<file path="src/rtl/ctrl_pkg.sv">
// Shared types and encodings for the pipelined RV32I control path.
// Opcodes, immediate-format codes, the control bundle and the per-stage record.
package ctrl_pkg;

  typedef enum logic [6:0] {
    RType       = 7'b0110011,
    Load        = 7'b0000011,
    IType       = 7'b0010011,
    Store       = 7'b0100011,
    Branch      = 7'b1100011,
    JumpLink    = 7'b1101111,
    JumpLinkReg = 7'b1100111,
    LoadUpp     = 7'b0110111,
    AddUpp      = 7'b0010111
  } opcode_e;

  localparam logic [2:0] IMM_I = 3'b000;
  localparam logic [2:0] IMM_S = 3'b001;
  localparam logic [2:0] IMM_B = 3'b010;
  localparam logic [2:0] IMM_J = 3'b011;
  localparam logic [2:0] IMM_U = 3'b100;

  localparam logic [1:0] ALU_ADD    = 2'b00;
  localparam logic [1:0] ALU_BRANCH = 2'b01;
  localparam logic [1:0] ALU_FUNCT  = 2'b10;

  typedef struct packed {
    logic       branch;
    logic       jlink;
    logic       result_src;
    logic       mem_write;
    logic       alu_src;
    logic [2:0] imm_src;
    logic       reg_write;
    logic [1:0] alu_op;
    logic       pcsrc_reg;
    logic       store_pc;
  } ctrl_bundle_t;

  localparam ctrl_bundle_t CTRL_BUBBLE = '0;

  typedef struct packed {
    logic         valid;
    ctrl_bundle_t ctrl;
    logic         illegal;
  } stage_t;

  localparam stage_t STAGE_BUBBLE = '0;

endpackage

</file>
<file path="src/rtl/ctrl_decode.sv">
// Pure combinational RV32I main decoder: opcode -> control bundle plus illegal flag.
// Unknown opcodes yield an all-zero bundle so they can never write state.
module ctrl_decode
  import ctrl_pkg::*;
(
  input  logic [6:0]   i_opcode,
  output ctrl_bundle_t o_ctrl,
  output logic         o_illegal
);

  always_comb begin
    // NOTE: every output gets a default before the case so no path can infer a latch.
    o_ctrl    = CTRL_BUBBLE;
    o_illegal = 1'b0;
    case (i_opcode)
      RType: begin
        o_ctrl.reg_write = 1'b1;
        o_ctrl.alu_op    = ALU_FUNCT;
      end
      Load: begin
        o_ctrl.result_src = 1'b1;
        o_ctrl.alu_src    = 1'b1;
        o_ctrl.imm_src    = IMM_I;
        o_ctrl.reg_write  = 1'b1;
        o_ctrl.alu_op     = ALU_ADD;
      end
      IType: begin
        o_ctrl.alu_src   = 1'b1;
        o_ctrl.imm_src   = IMM_I;
        o_ctrl.reg_write = 1'b1;
        o_ctrl.alu_op    = ALU_FUNCT;
      end
      Store: begin
        o_ctrl.mem_write = 1'b1;
        o_ctrl.alu_src   = 1'b1;
        o_ctrl.imm_src   = IMM_S;
        o_ctrl.alu_op    = ALU_ADD;
      end
      Branch: begin
        o_ctrl.branch  = 1'b1;
        o_ctrl.imm_src = IMM_B;
        o_ctrl.alu_op  = ALU_BRANCH;
      end
      JumpLink: begin
        o_ctrl.jlink     = 1'b1;
        o_ctrl.imm_src   = IMM_J;
        o_ctrl.reg_write = 1'b1;
        o_ctrl.store_pc  = 1'b1;
      end
      JumpLinkReg: begin
        o_ctrl.alu_src   = 1'b1;
        o_ctrl.imm_src   = IMM_I;
        o_ctrl.reg_write = 1'b1;
        o_ctrl.pcsrc_reg = 1'b1;
        o_ctrl.store_pc  = 1'b1;
      end
      LoadUpp, AddUpp: begin
        o_ctrl.alu_src   = 1'b1;
        o_ctrl.imm_src   = IMM_U;
        o_ctrl.reg_write = 1'b1;
      end
      default: o_illegal = 1'b1;
    endcase
  end

endmodule

</file>
<file path="src/rtl/control_pipeline.sv">
// Pipelined control path: decode in ID, then carry the control bundle through
// ID/EX, MEM_STAGES EX/MEM registers and MEM/WB; counts retired instructions.
module control_pipeline
  import ctrl_pkg::*;
#(
  parameter int IMMSRC_W   = 3,
  parameter int ALUOP_W    = 2,
  parameter int MEM_STAGES = 1,
  parameter int CNT_W      = 32
) (
  input  logic                clk,
  input  logic                rst,
  input  logic [6:0]          opcode_i,
  input  logic                valid_i,
  input  logic                stall_i,
  input  logic                flush_i,
  output logic [IMMSRC_W-1:0] ImmSrc_o,
  output logic                ALUSrc_ex_o,
  output logic [ALUOP_W-1:0]  ALUOp_ex_o,
  output logic                Branch_ex_o,
  output logic                Jlink_ex_o,
  output logic                PCSrcReg_ex_o,
  output logic                MemWrite_mem_o,
  output logic                RegWrite_wb_o,
  output logic                ResultSrc_wb_o,
  output logic                StorePC_wb_o,
  output logic                illegal_ex_o,
  output logic [CNT_W-1:0]    instret_o
);

  ctrl_bundle_t     w_ctrl;
  logic             w_illegal;
  stage_t           w_id;
  stage_t           r_idex;
  stage_t           r_exmem [MEM_STAGES];
  stage_t           r_memwb;
  logic [CNT_W-1:0] r_instret;

  ctrl_decode u_decode (
    .i_opcode  (opcode_i),
    .o_ctrl    (w_ctrl),
    .o_illegal (w_illegal)
  );

  // Stall, flush or an empty IF/ID all collapse into one bubble; illegal ops carry only the flag.
  always_comb begin
    w_id = STAGE_BUBBLE;
    if (valid_i && !stall_i && !flush_i) begin
      w_id.valid   = !w_illegal;
      w_id.ctrl    = w_ctrl;
      w_id.illegal = w_illegal;
    end
  end

  // NOTE: pipeline registers are reset (not left X) so a mid-stream reset kills in-flight writes.
  always_ff @(posedge clk or posedge rst) begin
    if (rst) begin
      r_idex <= STAGE_BUBBLE;
    end else begin
      // NOTE: non-blocking assignments let every stage sample its predecessor's old value.
      r_idex <= w_id;
    end
  end

  for (genvar k = 0; k < MEM_STAGES; k++) begin : g_exmem
    stage_t w_src;
    if (k == 0) begin : g_first
      assign w_src = r_idex;
    end else begin : g_next
      assign w_src = r_exmem[k-1];
    end

    always_ff @(posedge clk or posedge rst) begin
      if (rst) r_exmem[k] <= STAGE_BUBBLE;
      else     r_exmem[k] <= w_src;
    end
  end

  always_ff @(posedge clk or posedge rst) begin
    if (rst) begin
      r_memwb   <= STAGE_BUBBLE;
      r_instret <= '0;
    end else begin
      r_memwb <= r_exmem[MEM_STAGES-1];
      if (r_memwb.valid) r_instret <= r_instret + CNT_W'(1);
    end
  end

  // WB consumes only a few fields; the remainder rides along for debug visibility.
  logic w_unused_wb;
  assign w_unused_wb = ^r_memwb;

  assign ImmSrc_o       = IMMSRC_W'(w_ctrl.imm_src);
  assign ALUSrc_ex_o    = r_idex.ctrl.alu_src;
  assign ALUOp_ex_o     = ALUOP_W'(r_idex.ctrl.alu_op);
  assign Branch_ex_o    = r_idex.ctrl.branch;
  assign Jlink_ex_o     = r_idex.ctrl.jlink;
  assign PCSrcReg_ex_o  = r_idex.ctrl.pcsrc_reg;
  assign illegal_ex_o   = r_idex.illegal;
  assign MemWrite_mem_o = r_exmem[MEM_STAGES-1].ctrl.mem_write;
  assign RegWrite_wb_o  = r_memwb.ctrl.reg_write;
  assign ResultSrc_wb_o = r_memwb.ctrl.result_src;
  assign StorePC_wb_o   = r_memwb.ctrl.store_pc;
  assign instret_o      = r_instret;

endmodule
</file>
<file path="config.mk">
export PLATFORM = sky130hd
export DESIGN_NAME = control_pipeline
export DESIGN_NICKNAME = d
export VERILOG_FILES = /design/src/rtl/ctrl_pkg.sv /design/src/rtl/ctrl_decode.sv /design/src/rtl/control_pipeline.sv
export SDC_FILE = /design/constraint.sdc
export NUM_CORES = 1
export LEC_CHECK = 0
export ABC_AREA = 1
export ABC_CLOCK_PERIOD_IN_PS = 3020
export BUFFER_PORTS_ARGS = -buffer_cell sky130_fd_sc_hd__buf_4
export CAP_MARGIN = 40
export CELL_PAD_IN_SITES_DETAIL_PLACEMENT = 1
export CELL_PAD_IN_SITES_GLOBAL_PLACEMENT = 2
export CORE_ASPECT_RATIO = 0.5
export CORE_MARGIN = 2
export CORE_UTILIZATION = 34
export CTS_CLUSTER_SIZE = 8
export DETAILED_ROUTE_END_ITERATION = 6
export PLACE_DENSITY = 0.92
export SETUP_SLACK_MARGIN = 0.15
export SYNTH_ARGS = -nofsm -noshare
export SYNTH_HDL_FRONTEND = slang
export SYNTH_SLANG_ARGS = --single-unit
export TNS_END_PERCENT = 5
</file>
<file path="constraint.sdc">
create_clock -name clk -period 3.02 [get_ports clk]
set_input_delay 0.302 -clock clk [delete_from_list [all_inputs] [get_ports clk]]
set_output_delay 0.302 -clock clk [all_outputs]
set_load 0.03 [all_outputs]
</file>
==> reports/metrics.yaml, run 1 <==
clocking:
  cts-resized-gates: 0
  cts.sinks: 52
  ctsRootBufferMaster: "clkbuf_16"
  ctsHoldBuffers: 0
  cts_tree: "done"
  cts_max_level: 2
  numCtsBuffers: 5
  clockBufferDepth: 2
  clock_latency_ps: 290
  path_clk_slew_ps: 70
  postCtsSetupBuffers: 0
placement:
  io_buffer_count: 57
  pre_cts_ws_ps: 1400
  finalWeightedCongestion: 0.780
  dp_hpwl_mm: 4.58
global_route:
  grt_pass1_vias: 2086
  overflow: 0
  grt_pass1_wl_mm: 10.2
  track_usage_pct: 15.8
  antenna_found_initial: 0
  grt_max_degree: 29
timing:
  period_needed_ps: 1650
  timing.final.crit_share_pct: 54.7
  rsz0062_at_grt: "false"
  final-hold-violation-count: 0
  fmax_ghz: 0.605
  max-slew-margin-rel_pct: 63.8
  setup_ws_ps: 1370
  worst_hold_slack_ps: 57.1
  finalSetupViolCount: 0
  tightest_slew_ps: 542
  fin_tns_setup_ps: 0
  maxSlewViolCount: 0
  skew_ps: 5.50
floorplanning:
  initial_core_util_pct: 34.6
  die_height_um: 64.6
  die_w_um: 125
  dieArea_um2: 8090
  core_um2: 7210
  rows: 22
  ios: 58
power_and_ir_drop:
  ir_drop_v: 0.000224
  swShare_pct: 25.0
  power_mw: 1.40
  power.share.clock_pct: 42.6
  combPwrFrac_pct: 6.3
  p_int_mw: 1.05
  p_per_area_nw_per_um2: 439
  seqPwrFrac_pct: 51.1
  p_switching_mw: 0.349
  p_leak_nw: 1.67
routing:
  wl_met2_mm: 3.04
  vias_per_cell: 4.62
  wl_mm: 6.05
  routedWlPerCell_um: 14.0
  drt_iter0_drc: 74
  top_layer_used: "met4"
  num_vias: 1995
  antenna_left: 0
  drt-pass1-iter-count: 4
  met1Wirelength_mm: 2.82
  wl_met3_um: 152
  drc: 0
final_layout:
  diodes: 0
  drive_gt1_share_pct: 27.7
  layout.nets: 348
  syn_to_final_growth_pct: 27.5
  post-route-util_pct: 44.2
worst_setup_path:
  cp.required_ps: 2720
  reg2regPathDepth: 8
  critPathArrivalTime_ps: 1350
  cp-end-kind: "output port"
  r2r-end: "instret_o[30]$_DFFE_PP0P_"
  regToRegStartpoint: "instret_o[0]$_DFFE_PP0P_"
  startpoint_type: "primary input"
  worstSetupEndpoint: "ImmSrc_o[0]"
  critical_path.max_fanout: 6
  path_class: "in -> out"
  rrSetupSlack_ps: 1450
  startpoint: "opcode_i[4]"
logic_synthesis:
  ys_top_cells_by_area: "dfrtp_1 52%, nand2_1 9.8%, inv_1 5.1%"
  synth_cell_type_count: 29
  synth_nets: 287
  synth_area_um2: 2500
  yosys_warnings: 0
  synth_top_area_share_pct: 52.1
  synth-seq-area-share_pct: 52.1
  postSynthCellCount: 274
  ys_ff_latch: 52
  synth.avg_cell_area_um2: 9.11
  synth_top_area_cell: "dfrtp_1"
flow_run:
  max-cap-violations: 0
hold_path:
  worst_hold_path_type: "in -> async"
outcome:
  status: "complete, no violations"
[stage by stage]
stage / cells / area [um2]
floorplan: 274 / 2500
global placement: 423 / 3010
detailed placement: 424 / 3030
CTS: 432 / 3180
global route: 432 / 3180
finish: 432 / 3180
[worst max-delay path, stage by stage]
cell	delay, ps
buf_4	120
inv_2	60
nand2_1	80
nor2_1	220
nand4_1	260
nand2_1	140
buf_4	170
[power by group through the flow]
stage	Clock, mW	Combinational [mW]	Sequential (mW)
6_report	0.595	0.0881	0.713
5_1_grt	0.632	0.0986	0.715
4_1_cts	0.604	0.0912	0.714
3_5_place_dp	0	0.0904	0.728
3_3_place_gp	0	0.0844	0.725
2_1_floorplan	0	0.0361	0.740
[cells in the final DEF, fill, tap and decap left out, types with 2 or more instances in the layout]
master | netlist | layout
nand2_1 | 65 | 65
buf_4 | 2 | 57
dfrtp_1 | 52 | 52
inv_1 | 34 | 33
nor2_1 | 31 | 31
nand4_1 | 14 | 14
nand3_1 | 13 | 13
xor2_1 | 13 | 13
xnor2_1 | 9 | 9
nand2_2 | 7 | 7
nor2_4 | 6 | 6
clkbuf_16 | 0 | 5
nor2_2 | 4 | 4
nand3_2 | 3 | 3
nor3_1 | 3 | 3
nor2_8 | 2 | 2
inv_2 | 1 | 2
nor4_1 | 2 | 2
a21oi_1 | 2 | 2
inv_6 | 0 | 2
[cells in the mapped netlist]
master    count
inv_1        34
a21oi_1       2
inv_2         1
xnor2_2       1
ha_1          1
o21ai_0       1
nand3_1      13
nand3_4       1
inv_4         1
buf_4         2
xnor2_1       9
nor2_2        4
buf_6         1
nand4_1      14
nor3_1        3
nor4_1        2
or3_1         1
a31oi_1       1
nor2_4        6
nand2_1      65
and2_1        1
nor2_1       31
buf_2         1
nor2_8        2
nand3_2       3
dfrtp_1      52
nand2_2       7
xor2_1       13
nand3b_1      1
[final cells by class]
| cell class | count | area [um2] |
|---|---|---|
| fill | 860 | 4030 |
| multi-input combinational | 182 | 1030 |
| clock inverter | 3 | 25.0 |
| sequential | 52 | 1300 |
| clock buffer | 5 | 125 |
| tap | 96 | 120 |
| timing repair buffer | 58 | 448 |
| inverter | 36 | 138 |
[kinds of logic (layout without fill, tap and decap cells)]
| logic type | count (synthesis) | in the layout | share of synthesized area (%) |
|---|---|---|---|
| and+or+nand+nor | 154 | 154 | 31.4 |
| buffers and inverters | 40 | 102 | 6.76 |
| AOI/OAI and AO/OA | 4 | 4 | 0.852 |
| adders and majority gates | 1 | 1 | 0.501 |
| xor gates and xnor gates | 23 | 23 | 8.37 |
| DFF | 52 | 52 | 52.1 |
[how the worst min path moves through the flow]
stage	from	endpoint	slack, ps	cells past startpoint
6_report	rst	StorePC_wb_o$_DFF_PP0_	60	2
5_1_grt	rst	r_exmem[11]$_DFF_PP0_	100	2
4_1_cts	rst	instret_o[2]$_DFFE_PP0P_	80	2
3_3_place_gp	r_exmem[14]$_DFF_PP0_	r_memwb[14]$_DFF_PP0_	330	0
2_1_floorplan	g_exmem[0].w_src[10]$_DFF_PP0_	MemWrite_mem_o$_DFF_PP0_	330	0
3_5_place_dp	r_exmem[5]$_DFF_PP0_	RegWrite_wb_o$_DFF_PP0_	340	0
[state kept, by name, indices dropped and copies added (netlist names)]
signal	cells
instret_o	32
g_exmem.w_src	5
r_exmem	4
ALUOp_ex_o	2
ALUSrc_ex_o	1
Jlink_ex_o	1
MemWrite_mem_o	1
PCSrcReg_ex_o	1
RegWrite_wb_o	1
ResultSrc_wb_o	1
StorePC_wb_o	1
illegal_ex_o	1
r_memwb	1
[per-layer routing]
layer | GRT usage [%] | up-vias
met2 | 28.6 | 26
li1 | - | 979
met3 | 2.73 | 4
met4 | 3.75 | 0
met1 | 20.1 | 986
met5 | 0 | -
(Power assumes the default switching activity.)
==> run 2, diff against run 1 <==
ABC_AREA = 0   (was 1)
ABC_CLOCK_PERIOD_IN_PS = 1300   (was 3020)
CORE_UTILIZATION = 30   (was 34)
PLACE_DENSITY = 0.84   (was 0.92)
clock period = 1.3 ns   (was 3.02 ns; I/O delays follow)
==> run 2 against run 1 <==
  * Non-clock buffer count rose by 48
  * Synthesized area fell by 14%
  * Critical path depth decreased by 2
  * Critical endpoint is now instret_o[28]$_DFFE_PP0P_
  * The flow now finishes with violations (setup timing)
  * Synthesized cell count fell by 34%
  * Core utilization up 6.4 points
  * Clock-buffer cell count is 2 higher
  * Sequential power rose by 130%
  * Setup slack worse by 1500 ps
==> reports/metrics.yaml, run 2 <==
outcome:
  status: "complete, but fails checks"
  violations: "setup timing"
clocking:
  numCtsBuffers: 5  # unchanged
  ctsRootBufferMaster: "clkbuf_16"
  cts.sinks: 52  # unchanged
  cts_max_level: 2  # unchanged
  clock_latency_ps: 290  # about the same
  cts_tree: "done"
  clockBufferDepth: 2  # unchanged
  path_clk_slew_ps: 70  # about the same
global_route:
  grt_pass1_wl_mm: 9.34  # -8.8%
  grt_max_degree: 53  # +83%
  antenna_found_initial: 0  # unchanged
  grt_pass1_vias: 1914  # -8.2%
  overflow: 0  # unchanged
  track_usage_pct: 15.6  # -0.27 points
worst_setup_path:
  critPathTopFamily: "simple AND/OR/NAND/NOR gates"
  cp-end-kind: "flip-flop"
  slowest_stage: "dfrtp_2"
  cp.required_ps: 1470  # -1250 ps
  worst-path-buf-inv: 1  # -2
  critical_path.max_fanout: 5  # -1
  rrSetupSlack_ps: -160  # -1610 ps
  startpoint_type: "flip-flop"
  path_class: "reg -> reg"
  regToRegStartpoint: "instret_o[6]$_DFFE_PP0P_"
  reg2regPathDepth: 5  # -3
  critPathArrivalTime_ps: 1630  # +280 ps
  crit_chain: "nand3_4 -> nor4_4 -> buf_6 -> nand4_1 -> xnor2_1"
  cp_slowest_stage_delay_ps: 390  # +130 ps
  r2r-end: "instret_o[28]$_DFFE_PP0P_"
logic_synthesis:
  synth_adder_area_share_pct: 0.579  # +0.078 points
  synth_edf_count: 0  # unchanged
  synth_cell_type_count: 36  # +24%
  synthSimpleGateAreaFrac_pct: 21.3  # -10 points
  synth.avg_cell_area_um2: 12.0  # +32%
  yosysMostFrequentCell: "dfrtp_1"
  synthTopCellsByCount: "52 x dfrtp_1, 24 x xnor2_1, 16 x nand3_1"
  ys_async_sr_fraction_pct: 100  # unchanged
  synth_area_um2: 2160  # -14%
  synth_top_area_cell: "dfrtp_1"
  postSynthCellCount: 180  # -34%
  ys_top_cells_by_area: "dfrtp_1 60%, xnor2_1 9.7%, nand3_1 3.7%"
  synth_compound_area_share_pct: 1.85  # +1.0 points
  synth_top_family_by_area: "simple AND/OR/NAND/NOR gates"
  synthXorXnorAreaFrac_pct: 13.0  # +4.6 points
  ys_ff_latch: 52  # unchanged
  synth_nets: 193  # -33%
  synth_top_area_share_pct: 60.3  # +8.2 points
  ys.flop_type: "dfrtp_1"
  synth-seq-area-share_pct: 60.3  # +8.2 points
  synth_mux_area_share_pct: 0.521  # +0.52 points
  yosys_warnings: 0  # unchanged
placement:
  placed_area_um2: 3090  # +1.7%
  io_buffer_count: 57  # unchanged
  pre_cts_ws_ps: -157  # -1560 ps
  finalWeightedCongestion: 0.698  # -10%
  dp_hpwl_mm: 4.05  # -12%
floorplanning:
  initial_core_util_pct: 31.6  # -3.0 points
  ios: 58  # unchanged
  die_height_um: 64.0  # -0.94%
  rows: 21  # -4.5%
  core_um2: 6830  # -5.3%
  dieArea_um2: 7930  # -1.9%
  die_w_um: 124  # -0.97%
timing:
  final-hold-violation-count: 0  # unchanged
  rsz0062_at_grt: "true"
  finalSetupViolCount: 21  # +21
  timing.final.crit_share_pct: 112
  period_needed_ps: 1460
  max-slew-margin-rel_pct: 76.8  # +13 points
  maxSlewViolCount: 0  # unchanged
  worst_hold_slack_ps: 16.5  # -40.6 ps
  setup_ws_ps: -159  # -1530 ps
  fmax_ghz: 0.685
  skew_ps: 6.15  # +0.650 ps
  tightest_slew_ps: 345  # -197 ps
routing:
  routedWlPerCell_um: 15.0  # +7.4%
  wl_mm: 5.70  # -5.8%
  antenna_left: 0  # unchanged
  num_vias: 1766  # -11%
  drc: 0  # unchanged
  drt-pass1-iter-count: 4  # unchanged
  drt_iter0_drc: 55  # -26%
  vias_per_cell: 4.66  # +0.90%
hold_path:
  min_to: "g_exmem[0].w_src[11]$_DFF_PP0_"
  hold_depth: 2
  holdCritStartpoint: "opcode_i[4]"
  worst_hold_path_type: "in -> reg"
power_and_ir_drop:
  swShare_pct: 21.3  # -3.7 points
  seqPwrFrac_pct: 46.5  # -4.6 points
  combPwrFrac_pct: 9.4  # +3.1 points
  power.share.clock_pct: 44.1  # +1.5 points
  p_leak_nw: 1.69  # +1.1%
  ir_drop_v: 0.000523  # +130%
  p_per_area_nw_per_um2: 1040  # +140%
  p_switching_mw: 0.761  # +120%
  p_int_mw: 2.82  # +170%
final_layout:
  drive_gt1_share_pct: 52.6  # +25 points
  layout_commonest_cell: "buf_4"
  largest_register_ffs: 32  # unchanged
  syn_to_final_growth_pct: 60.0
  final_area_um2: 3460  # +8.5%
  post-route-util_pct: 50.6  # +6.4 points
  diodes: 0  # unchanged
  mostFrequentLayoutCells: "80 x buf_4, 37 x dfrtp_1, 23 x xnor2_1, 23 x buf_6, 15 x dfrtp_2"
  layout.nets: 299  # -14%
flow_run:
  max-cap-violations: 0  # unchanged
run 2: cell types whose count changed after synthesis, sizes merged, moves of 5 or more:
cell   before  now
xor2       13    8
inv        36    3
nor2       43    9
xnor2      10   24
nand4      14    9
nand2      72   12
run 2: cell type report:
type	instances	area, um2
timing repair buffer	106	910
sequential	52	1320
tap	92	115
clock buffer	7	153
multi-input combinational	118	917
fill	726	3380
inverter	3	11.3
clock inverter	1	30.0
run 2: logic make-up after synthesis:
kind of cell | Yosys count
and+or+nand+nor | 77
DFF | 52
xor gates and xnor gates | 32
buffers and inverters | 10
AOI/OAI and AO/OA | 7
muxes | 1
adders and majority gates | 1
run 2: stage by stage:
step           power [mW]  std cells  TNS [ps]
2_1_floorplan        1.83        180    -11590
3_3_place_gp         1.97        366     -1210
3_5_place_dp         1.99        366     -2560
4_1_cts              3.59        376     -1840
5_1_grt              3.72        379     -3970
6_report             3.58        379     -1900
run 2: repair_timing:
action,CTS,global route
pin swaps,7,8
resized for setup,12,25
endpoints found under the hold margin,52,0
hold buffers,1,0
setup buffers,0,3
gates cloned,1,0
endpoints found under the setup margin,33,46
run 2: how the worst max path moves through the flow:
stage | startpoint | endpoint | slack [ps] | cells past startpoint
after global routing | instret_o[1]$_DFFE_PP0P_ | instret_o[30]$_DFFE_PP0P_ | -240 | 6
after CTS | instret_o[1]$_DFFE_PP0P_ | instret_o[28]$_DFFE_PP0P_ | -140 | 6
after global placement | instret_o[1]$_DFFE_PP0P_ | instret_o[28]$_DFFE_PP0P_ | -100 | 6
final | instret_o[6]$_DFFE_PP0P_ | instret_o[28]$_DFFE_PP0P_ | -160 | 5
after detailed placement | instret_o[1]$_DFFE_PP0P_ | instret_o[28]$_DFFE_PP0P_ | -160 | 6
after floorplan | instret_o[0]$_DFFE_PP0P_ | instret_o[28]$_DFFE_PP0P_ | -280 | 5
run 2: metal layers:
metal | share of wire (%) | vias to the layer above | GRT usage [%]
li1 | - | 836 | -
met3 | 3.7 | 9 | 3.75
met5 | 0 | - | 0
met1 | 41 | 885 | 18.2
met2 | 54 | 36 | 28.1
met4 | 1.6 | 0 | 5.06
run 2: power groups by stage:
| stage | combinational, mW | sequential, mW | clock [mW] |
|---|---|---|---|
| global placement | 0.280 | 1.69 | 0 |
| global route | 0.364 | 1.67 | 1.69 |
| CTS | 0.317 | 1.67 | 1.60 |
| detailed placement | 0.293 | 1.70 | 0 |
| floorplan | 0.0935 | 1.74 | 0 |
| finish | 0.335 | 1.67 | 1.58 |
==> run 3, diff against run 2 <==
GPL_ROUTABILITY_DRIVEN = 0   (was unset)
MAX_ROUTING_LAYER = met4   (was unset)
==> run 3 against run 2 <==
  * The run still ends with setup timing left
  * Flip-flop and latch count stayed put
  * Total power is 0.39% lower
  * Non-clock buffer count is the same
  * Hold slack gained 4.7 ps
  * Clock power about the same
  * Sequential share of layout area is essentially flat
  * Highest routed layer unchanged
  * Core utilization hardly changed
  * Largest cell class unchanged
  * Critical path depth did not move
  * Clock-buffer cell count stayed put
  * Via count increased by 0.57%
  * Fmax rose by 0.15%
==> reports/metrics.yaml, run 3 (synthesis results as in run 2) <==
outcome:
  status: "complete, but fails checks"
  violations: "setup timing"
clocking:
  ctsRootBufferMaster: "clkbuf_16"
  clockBufferDepth: 2  # unchanged
  clock_latency_ps: 290  # about the same
  cts_max_level: 2  # unchanged
  numCtsBuffers: 5  # unchanged
  cts_tree: "done"
  path_clk_slew_ps: 60  # about the same
  cts.sinks: 52  # unchanged
routing:
  num_vias: 1776  # +0.57%
  wl_met3_um: 207  # -2.8%
  drt_iter0_drc: 56  # +1.8%
  top_layer_used: "met4"
  vias_per_cell: 4.69  # +0.57%
  wl_mm: 5.68  # -0.37%
  met1Wirelength_mm: 2.31  # -1.3%
  drc: 0  # unchanged
  drt-pass1-iter-count: 4  # unchanged
  routedWlPerCell_um: 15.0  # -0.37%
  wl_met2_mm: 3.06  # +0.49%
  antenna_left: 0  # unchanged
final_layout:
  diodes: 0  # unchanged
  fillers: 727  # +0.14%
  layout.nets: 299  # unchanged
  final_area_um2: 3450  # about the same
  mostFrequentLayoutCells: "80 x buf_4, 37 x dfrtp_1, 23 x xnor2_1, 23 x buf_6, 15 x dfrtp_2"
  largest_register_ffs: 32  # unchanged
  syn_to_final_growth_pct: 59.9  # about the same
  layout_commonest_cell: "buf_4"
  drive_gt1_share_pct: 52.3  # -0.35 points
placement:
  dp_hpwl_mm: 4.05  # unchanged
  placed_area_um2: 3090  # unchanged
  pre_cts_ws_ps: -157  # unchanged
  io_buffer_count: 57  # unchanged
global_route:
  track_usage_pct: 16.0  # +0.46 points
  grt_max_degree: 53  # unchanged
  grt_pass1_wl_mm: 9.35  # about the same
  antenna_found_initial: 0  # unchanged
  grt_pass1_vias: 1916  # +0.10%
  overflow: 0  # unchanged
worst_setup_path:
  critical_path.max_fanout: 5  # unchanged
  startpoint_type: "flip-flop"
  path_class: "reg -> reg"
  cp-end-kind: "flip-flop"
  cp.required_ps: 1470  # about the same
  critPathArrivalTime_ps: 1630  # about the same
timing:
  max-slew-margin-rel_pct: 76.0  # -0.79 points
  fmax_ghz: 0.686  # +0.15%
  rsz0062_at_grt: "true"
  tightest_slew_ps: 357  # +11.8 ps
  skew_ps: 3.16  # -2.99 ps
  setup_ws_ps: -157  # +2.13 ps
  final-hold-violation-count: 0  # unchanged
  period_needed_ps: 1460  # -2.13 ps
  finalSetupViolCount: 21  # unchanged
  timing.final.crit_share_pct: 112  # -0.16 points
  maxSlewViolCount: 0  # unchanged
power_and_ir_drop:
  p_per_area_nw_per_um2: 1030  # -0.32%
  p_leak_nw: 1.69  # about the same
  ir_drop_v: 0.000507  # -3.0%
floorplanning:
  die_w_um: 124  # unchanged
  initial_core_util_pct: 31.6  # unchanged
  rows: 21  # unchanged
  core_um2: 6830  # unchanged
  die_height_um: 64.0  # unchanged
  dieArea_um2: 7930  # unchanged
  ios: 58  # unchanged
flow_run:
  max-cap-violations: 0  # unchanged
hold_path:
  worst_hold_path_type: "in -> reg"
-- run 3: cell counts in the layout (fill, tap and decap cells not counted) --
Identical to the previous run, type by type.
-- run 3: path summary, 6_finish.rpt --
kind | start | endpoint | slack, ps | cells after the start
setup / recovery | instret_o[8]$_DFFE_PP0P_ | instret_o[28]$_DFFE_PP0P_ | -160 | 5
hold / removal | opcode_i[4] | g_exmem[0].w_src[11]$_DFF_PP0_ | 20 | 2
setup reg to reg | instret_o[8]$_DFFE_PP0P_ | instret_o[28]$_DFFE_PP0P_ | -160 | 5
hold reg to reg | r_exmem[14]$_DFF_PP0_ | r_memwb[14]$_DFF_PP0_ | 350 | 0
max in group asynchronous | rst | r_memwb[14]$_DFF_PP0_ | 610 | 4
min in group asynchronous | rst | instret_o[19]$_DFFE_PP0P_ | 440 | 4
-- run 3: worst max-delay path, stage by stage (launching register included) --
cell	delay (ps)
dfrtp_2	390
nand3_4	110
nor4_4	380
buf_6	170
nand4_1	130
xnor2_1	160
-- run 3: per-stage QoR --
step           cells  hold slack (ps)  power [mW]  setup TNS, ps  util, %
6_report         379             21.2        3.57          -1850     50.5
5_1_grt          379             13.3        3.72          -3870     50.5
4_1_cts          376             8.76        3.59          -1840     48.8
3_5_place_dp     366              212        1.99          -2560     45.2
3_3_place_gp     366              202        1.97          -1210     45.2
2_1_floorplan    180              191        1.83         -11590        -
-- run 3: layout make-up --
cell class	instances	area [um2]	area share, %
Clock buffer	7	153	4.42
Tap cell	92	115	3.33
Sequential cell	52	1320	38.2
Multi-Input combinational cell	118	915	26.5
Timing Repair Buffer	106	910	26.3
Clock inverter	1	30.0	0.870
Inverter	3	11.3	0.326
-- run 3: metal layers --
| metal | track usage, % | up-vias |
|---|---|---|
| met5 | - | - |
| met4 | 5.06 | 0 |
| met3 | 3.66 | 9 |
| met2 | 28.2 | 36 |
| met1 | 18.2 | 893 |
| li1 | - | 838 |
-- run 3: what timing repair did --
item                                    4_1_cts  5_1_grt
pin swaps                                     7        9
cloned                                        1        0
resized for setup                            12       24
hold buffers                                  1        0
endpoints found under the hold margin        52        0
buffers inserted                              0        3
endpoints found under the setup margin       33       46
-- run 3: power breakdown --
part / internal [mW] / switching [mW] / leakage (nW) / total, mW
Clock: 1.01 / 0.552 / 0.0901 / 1.56
Sequential: 1.64 / 0.0243 / 0.700 / 1.67
Combinational: 0.163 / 0.171 / 0.897 / 0.334
